### src/rtl/store_buffer.sv
// Posted-write store buffer between MEM-stage control and the 16-bit data memory.
// Loads forward from the youngest matching entry; the port drains entries when idle.
module store_buffer #(
  parameter int DEPTH = 4,
  parameter int AW    = 16,
  parameter int DW    = 16
) (
  input  logic                       clk,
  input  logic                       rst,
  input  logic                       st_valid,
  input  logic [AW-1:0]              st_addr,
  input  logic [DW-1:0]              st_data,
  input  logic                       st_word,
  output logic                       st_ready,
  input  logic                       ld_valid,
  input  logic [AW-1:0]              ld_addr,
  input  logic                       ld_word,
  output logic [DW-1:0]              ld_data,
  output logic                       ld_stall,
  input  logic                       drain_req,
  output logic [AW-1:0]              mem_addr,
  output logic [DW-1:0]              mem_din,
  output logic                       mem_we_n,
  output logic                       mem_word,
  input  logic [DW-1:0]              mem_dout,
  output logic [$clog2(DEPTH):0]     count,
  output logic                       empty
);

  localparam int PW = $clog2(DEPTH);
  localparam int CW = PW + 1;

  logic [PW-1:0]    head_q, head_d;
  logic [PW-1:0]    tail_q, tail_d;
  logic [CW-1:0]    count_q, count_d;
  logic [DEPTH-1:0] vld_q, vld_d;
  logic [AW-1:0]    addr_q [DEPTH];
  logic [AW-1:0]    addr_d [DEPTH];
  logic [DW-1:0]    data_q [DEPTH];
  logic [DW-1:0]    data_d [DEPTH];
  logic             word_q [DEPTH];
  logic             word_d [DEPTH];

  logic          full;
  logic          push;
  logic          drain;
  logic          ld_own;
  logic          hit;
  logic [PW-1:0] hit_idx;
  logic [PW-1:0] idx;
  logic [DW-1:0] hit_data;
  logic          hit_word;

  assign full     = (count_q == CW'(DEPTH));
  assign empty    = (count_q == '0);
  assign count    = count_q;
  assign st_ready = !full && !drain_req;
  assign push     = st_valid && st_ready;

  // Walk oldest to youngest so the youngest match overrides.
  always_comb begin
    hit     = 1'b0;
    hit_idx = '0;
    idx     = '0;
    for (int i = 0; i < DEPTH; i++) begin
      idx = head_q + PW'(i);
      if (vld_q[idx] && (addr_q[idx] == ld_addr)) begin
        hit     = 1'b1;
        hit_idx = idx;
      end
    end
  end

  assign hit_data = data_q[hit_idx];
  assign hit_word = word_q[hit_idx];

  always_comb begin
    ld_stall = ld_valid && hit && !hit_word && ld_word;
    ld_data  = mem_dout;
    if (hit) begin
      if (ld_word && hit_word) ld_data = hit_data;
      else ld_data = {{(DW-8){1'b0}}, hit_data[7:0]};
    end
  end

  assign ld_own = ld_valid && !ld_stall;
  assign drain  = !ld_own && !empty;

  always_comb begin
    mem_we_n = 1'b1;
    mem_addr = ld_addr;
    mem_word = ld_word;
    mem_din  = data_q[head_q];
    unique case (1'b1)
      drain: begin
        mem_we_n = 1'b0;
        mem_addr = addr_q[head_q];
        mem_word = word_q[head_q];
      end
      default: ;
    endcase
  end

  always_comb begin
    head_d  = head_q + PW'(drain);
    tail_d  = tail_q + PW'(push);
    count_d = count_q + CW'(push) - CW'(drain);
    vld_d   = vld_q;
    addr_d  = addr_q;
    data_d  = data_q;
    word_d  = word_q;
    if (drain) vld_d[head_q] = 1'b0;
    if (push) begin
      vld_d[tail_q]  = 1'b1;
      addr_d[tail_q] = st_addr;
      data_d[tail_q] = st_data;
      word_d[tail_q] = st_word;
    end
  end

  always_ff @(posedge clk or negedge rst) begin
    if (!rst) begin
      head_q  <= '0;
      tail_q  <= '0;
      count_q <= '0;
      vld_q   <= '0;
    end else begin
      head_q  <= head_d;
      tail_q  <= tail_d;
      count_q <= count_d;
      vld_q   <= vld_d;
    end
  end

  // Payload needs no reset; valid bits gate every use.
  always_ff @(posedge clk) begin
    addr_q <= addr_d;
    data_q <= data_d;
    word_q <= word_d;
  end

endmodule

### config.mk
export PLATFORM = sky130hd
export DESIGN_NAME = store_buffer
export DESIGN_NICKNAME = d
export VERILOG_FILES = /design/src/rtl/store_buffer.sv
export SDC_FILE = /design/constraint.sdc
export NUM_CORES = 1
export LEC_CHECK = 0
export BUFFER_PORTS_ARGS = -buffer_cell sky130_fd_sc_hd__clkbuf_2
export CAP_MARGIN = 20
export CORE_MARGIN = 4
export CORE_UTILIZATION = 50
export CTS_BUF_LIST = sky130_fd_sc_hd__clkbuf_16
export CTS_CLUSTER_DIAMETER = 50
export DETAILED_ROUTE_END_ITERATION = 8
export PLACE_DENSITY = 0.71
export SLEW_MARGIN = 0
export SYNTH_ARGS = -nofsm -noshare
export SYNTH_HDL_FRONTEND = slang
export SYNTH_SLANG_ARGS = --single-unit
### constraint.sdc
create_clock -name clk -period 7.5 [get_ports clk]
set_input_delay 0.75 -clock clk [delete_from_list [all_inputs] [get_ports clk]]
set_output_delay 0.75 -clock clk [all_outputs]
set_load 0.02 [all_outputs]
==> impl_metrics.ini <==
[run_status]
status = complete, no violations

[yosys]
ys_types = 66
synthFlopType = edfxtp_1
seq_area_frac_synth = 0.467
syn_area_um2 = 9070
synth_area_leaders = edfxtp_1, mux4_2, mux2i_1, xnor2_1, mux2_2
ys_seq_elements = 143
ys.warnings.count = 0
yosysTopAreaCell = edfxtp_1
synthCells = 660
synth_edf_count = 132
async_flop_share = 0.0769
syn_nets = 740
synth_area_per_cell_um2 = 13.7
synth_top_area_share = 0.437

[global_route]
antenna_found_initial = 0
first_global_vias = 6517
grt_max_degree = 46
gr-usage-all-layers = 0.238
grt_remaining_overflow = 0
grt_pass1_wl_um = 36700

[clock_tree]
cts_tree = built
htree_num_levels = 4
clockBufferDepth = 2
cts_made_buffers = 17
cts-resized-gates = 0
clk_latency_ps = 420
cts.reportedPaths.clkPinSlew_ps = 70
clock-sinks = 143
cts_hold_buf = 0
root_buffer = clkbuf_16
postCtsSetupRepairBufs = 0

[placement]
gp_congestion = 0.950
io_buffers = 126
dp_hpwl_um = 16400

[worst_setup_path]
startpoint_type = flop
r2r-start = head_q[0]$_DFF_PN0_
cp_max_fo = 42
endpoint_kind = primary output
max_stage_delay_ps = 770
slowest_stage = dfrtp_4
cp_data_required_time_ps = 6750
path_class = reg2out
crit_arrival_ps = 6360
crit_chain = inv_1 -> buf_4 -> ha_2 -> buf_12 -> mux4_2 -> xnor2_1 -> o221ai_1 -> a221oi_2 -> nand2_1 -> a21oi_1 -> o221ai_1 -> or4b_4 -> nand3_4 -> mux2_1 -> clkbuf_2
path_common_cell = o221ai_1
startpoint = head_q[0]$_DFF_PN0_

[routing]
drt_iter0_markers = 521
vias = 6341
routed_wl_um = 23500
drc = 0
postRouteAntennaNets = 0
avgRoutedWirePerCell_um = 23.3
dr.pass1.iters = 7
avgViaCountPerCell = 6.28

[sta]
rsz0062_at_grt = no
finalHoldViolCount = 0
setup-tns-final_ps = 0
tightestPinTransition_ps = 907
finalSetupViolCount = 0
clock.fmax_mhz = 141
post-route-min-period_ps = 7110
slew_viol_final = 0
finalCritPeriodShare = 0.949
slew_headroom = 0.395
clock_skew_ps = 8.06

[min_path]
hp-class = in2async

[run]
maxCapViolations = 0

[final_layout]
drive_gt1_frac = 0.354
layout_common_cells = edfxtp_1, clkbuf_2, mux2i_1, xnor2_1, mux4_2
diodes = 0
nFillCells = 1452
synthToLayoutAreaGrowth_pct = 14.3
finish.utilization = 0.579
layout_commonest_cell = edfxtp_1
finalNetCount = 847

[power_and_ir_drop]
p_total_mw = 3.94
p_leak_nw = 3.75
p_per_area_nw_per_um2 = 380
ir_drop_v = 0.000244

[die]
dieArea_um2 = 20400
ios = 127
die_w_um = 143
num_rows = 49
core_region_area_um2 = 17900
initial_core_util = 0.507
fp.dieH_um = 143
-- metrics by stage --
step	area (um2)	hold WS (ps)	setup WS, ps	std cells
3_3_place_gp	9820	533	1120	977
6_report	10400	191	386	1009
2_1_floorplan	9070	454	2020	660
3_5_place_dp	9820	545	781	977
4_1_cts	10400	175	365	1009
5_1_grt	10400	193	42.9	1009
-- state kept, by name, indices dropped and copies added (netlist names) --
register,cells
count,3
tail_q,2
word_q,4
head_q,2
addr_q,64
data_q,64
vld_q,4
-- synth_stat cells (4+ instances only) --
cell type / n
nand3_1: 15
nand4_1: 13
mux2_1: 10
nor2_1: 12
mux2i_2: 4
o211ai_1: 7
a21oi_1: 11
buf_1: 11
dfrtp_1: 11
buf_6: 8
nor3_1: 7
nor4_1: 4
xor2_1: 11
nand2b_1: 10
o221ai_1: 4
clkbuf_1: 11
a31oi_1: 5
nor2b_1: 5
ha_1: 8
o21ai_0: 21
inv_1: 20
edfxtp_1: 132
buf_2: 13
xnor2_1: 55
nand2_1: 32
mux2_2: 30
mux2i_1: 81
mux4_2: 54
-- layout make-up --
cell class	instances	area, um2	area share
multi-input cells	447	4490	0.433
flip-flops and latches	143	4240	0.409
repair buffers	137	726	0.0700
clock buffers	17	425	0.0410
well taps	229	287	0.0276
clock inverters	15	125	0.0121
inverters	21	78.8	0.00760
-- where the power goes --
part	total, mW	switching, mW	internal (mW)
clock	0.800	0.367	0.433
combinational	2.02	1.11	0.918
sequential	1.12	0.130	0.989
total	3.94	1.60	2.34
-- path summary, 6_finish.rpt --
check                                        to  slack (ps)  depth (start not counted)
setup / recovery                    mem_addr[2]         390                         15
setup reg to reg             count[2]$_DFF_PN0_         760                         20
hold / removal               count[0]$_DFF_PN0_         190                          1
hold reg to reg             tail_q[1]$_DFF_PN0_         560                          1
min in group clk           data_q[58]$_DFFE_PP_         530                          1
max in group asynchronous   head_q[0]$_DFF_PN0_        7050                          1
-- routing by layer --
| layer | wire length, um | global-route usage | part of all wire |
|---|---|---|---|
| met2 | 11800 | 0.402 | 0.50 |
| met5 | 0 | 0 | 0 |
| met3 | 1810 | 0.0543 | 0.077 |
| met1 | 9310 | 0.303 | 0.40 |
| met4 | 634 | 0.0825 | 0.027 |
-- worst max-delay path: cells and delay by family, from the launching register on --
kind / cells / cell delay [ps]
adders and majority gates: 1 / 580
xor gates and xnor gates: 1 / 240
and+or+nand+nor: 3 / 1200
AOI/OAI and AO/OA: 4 / 1310
DFF: 1 / 770
muxes: 2 / 940
buffers and inverters: 4 / 810
-- cells by family after synthesis --
family          synth area share
compound gates            0.0649
xor+xnor                  0.0637
fa+ha+maj                 0.0132
buf+inv                   0.0423
flops                      0.467
mux                        0.281
simple gates              0.0680
Note: power is estimated with default switching activity, not from simulation.
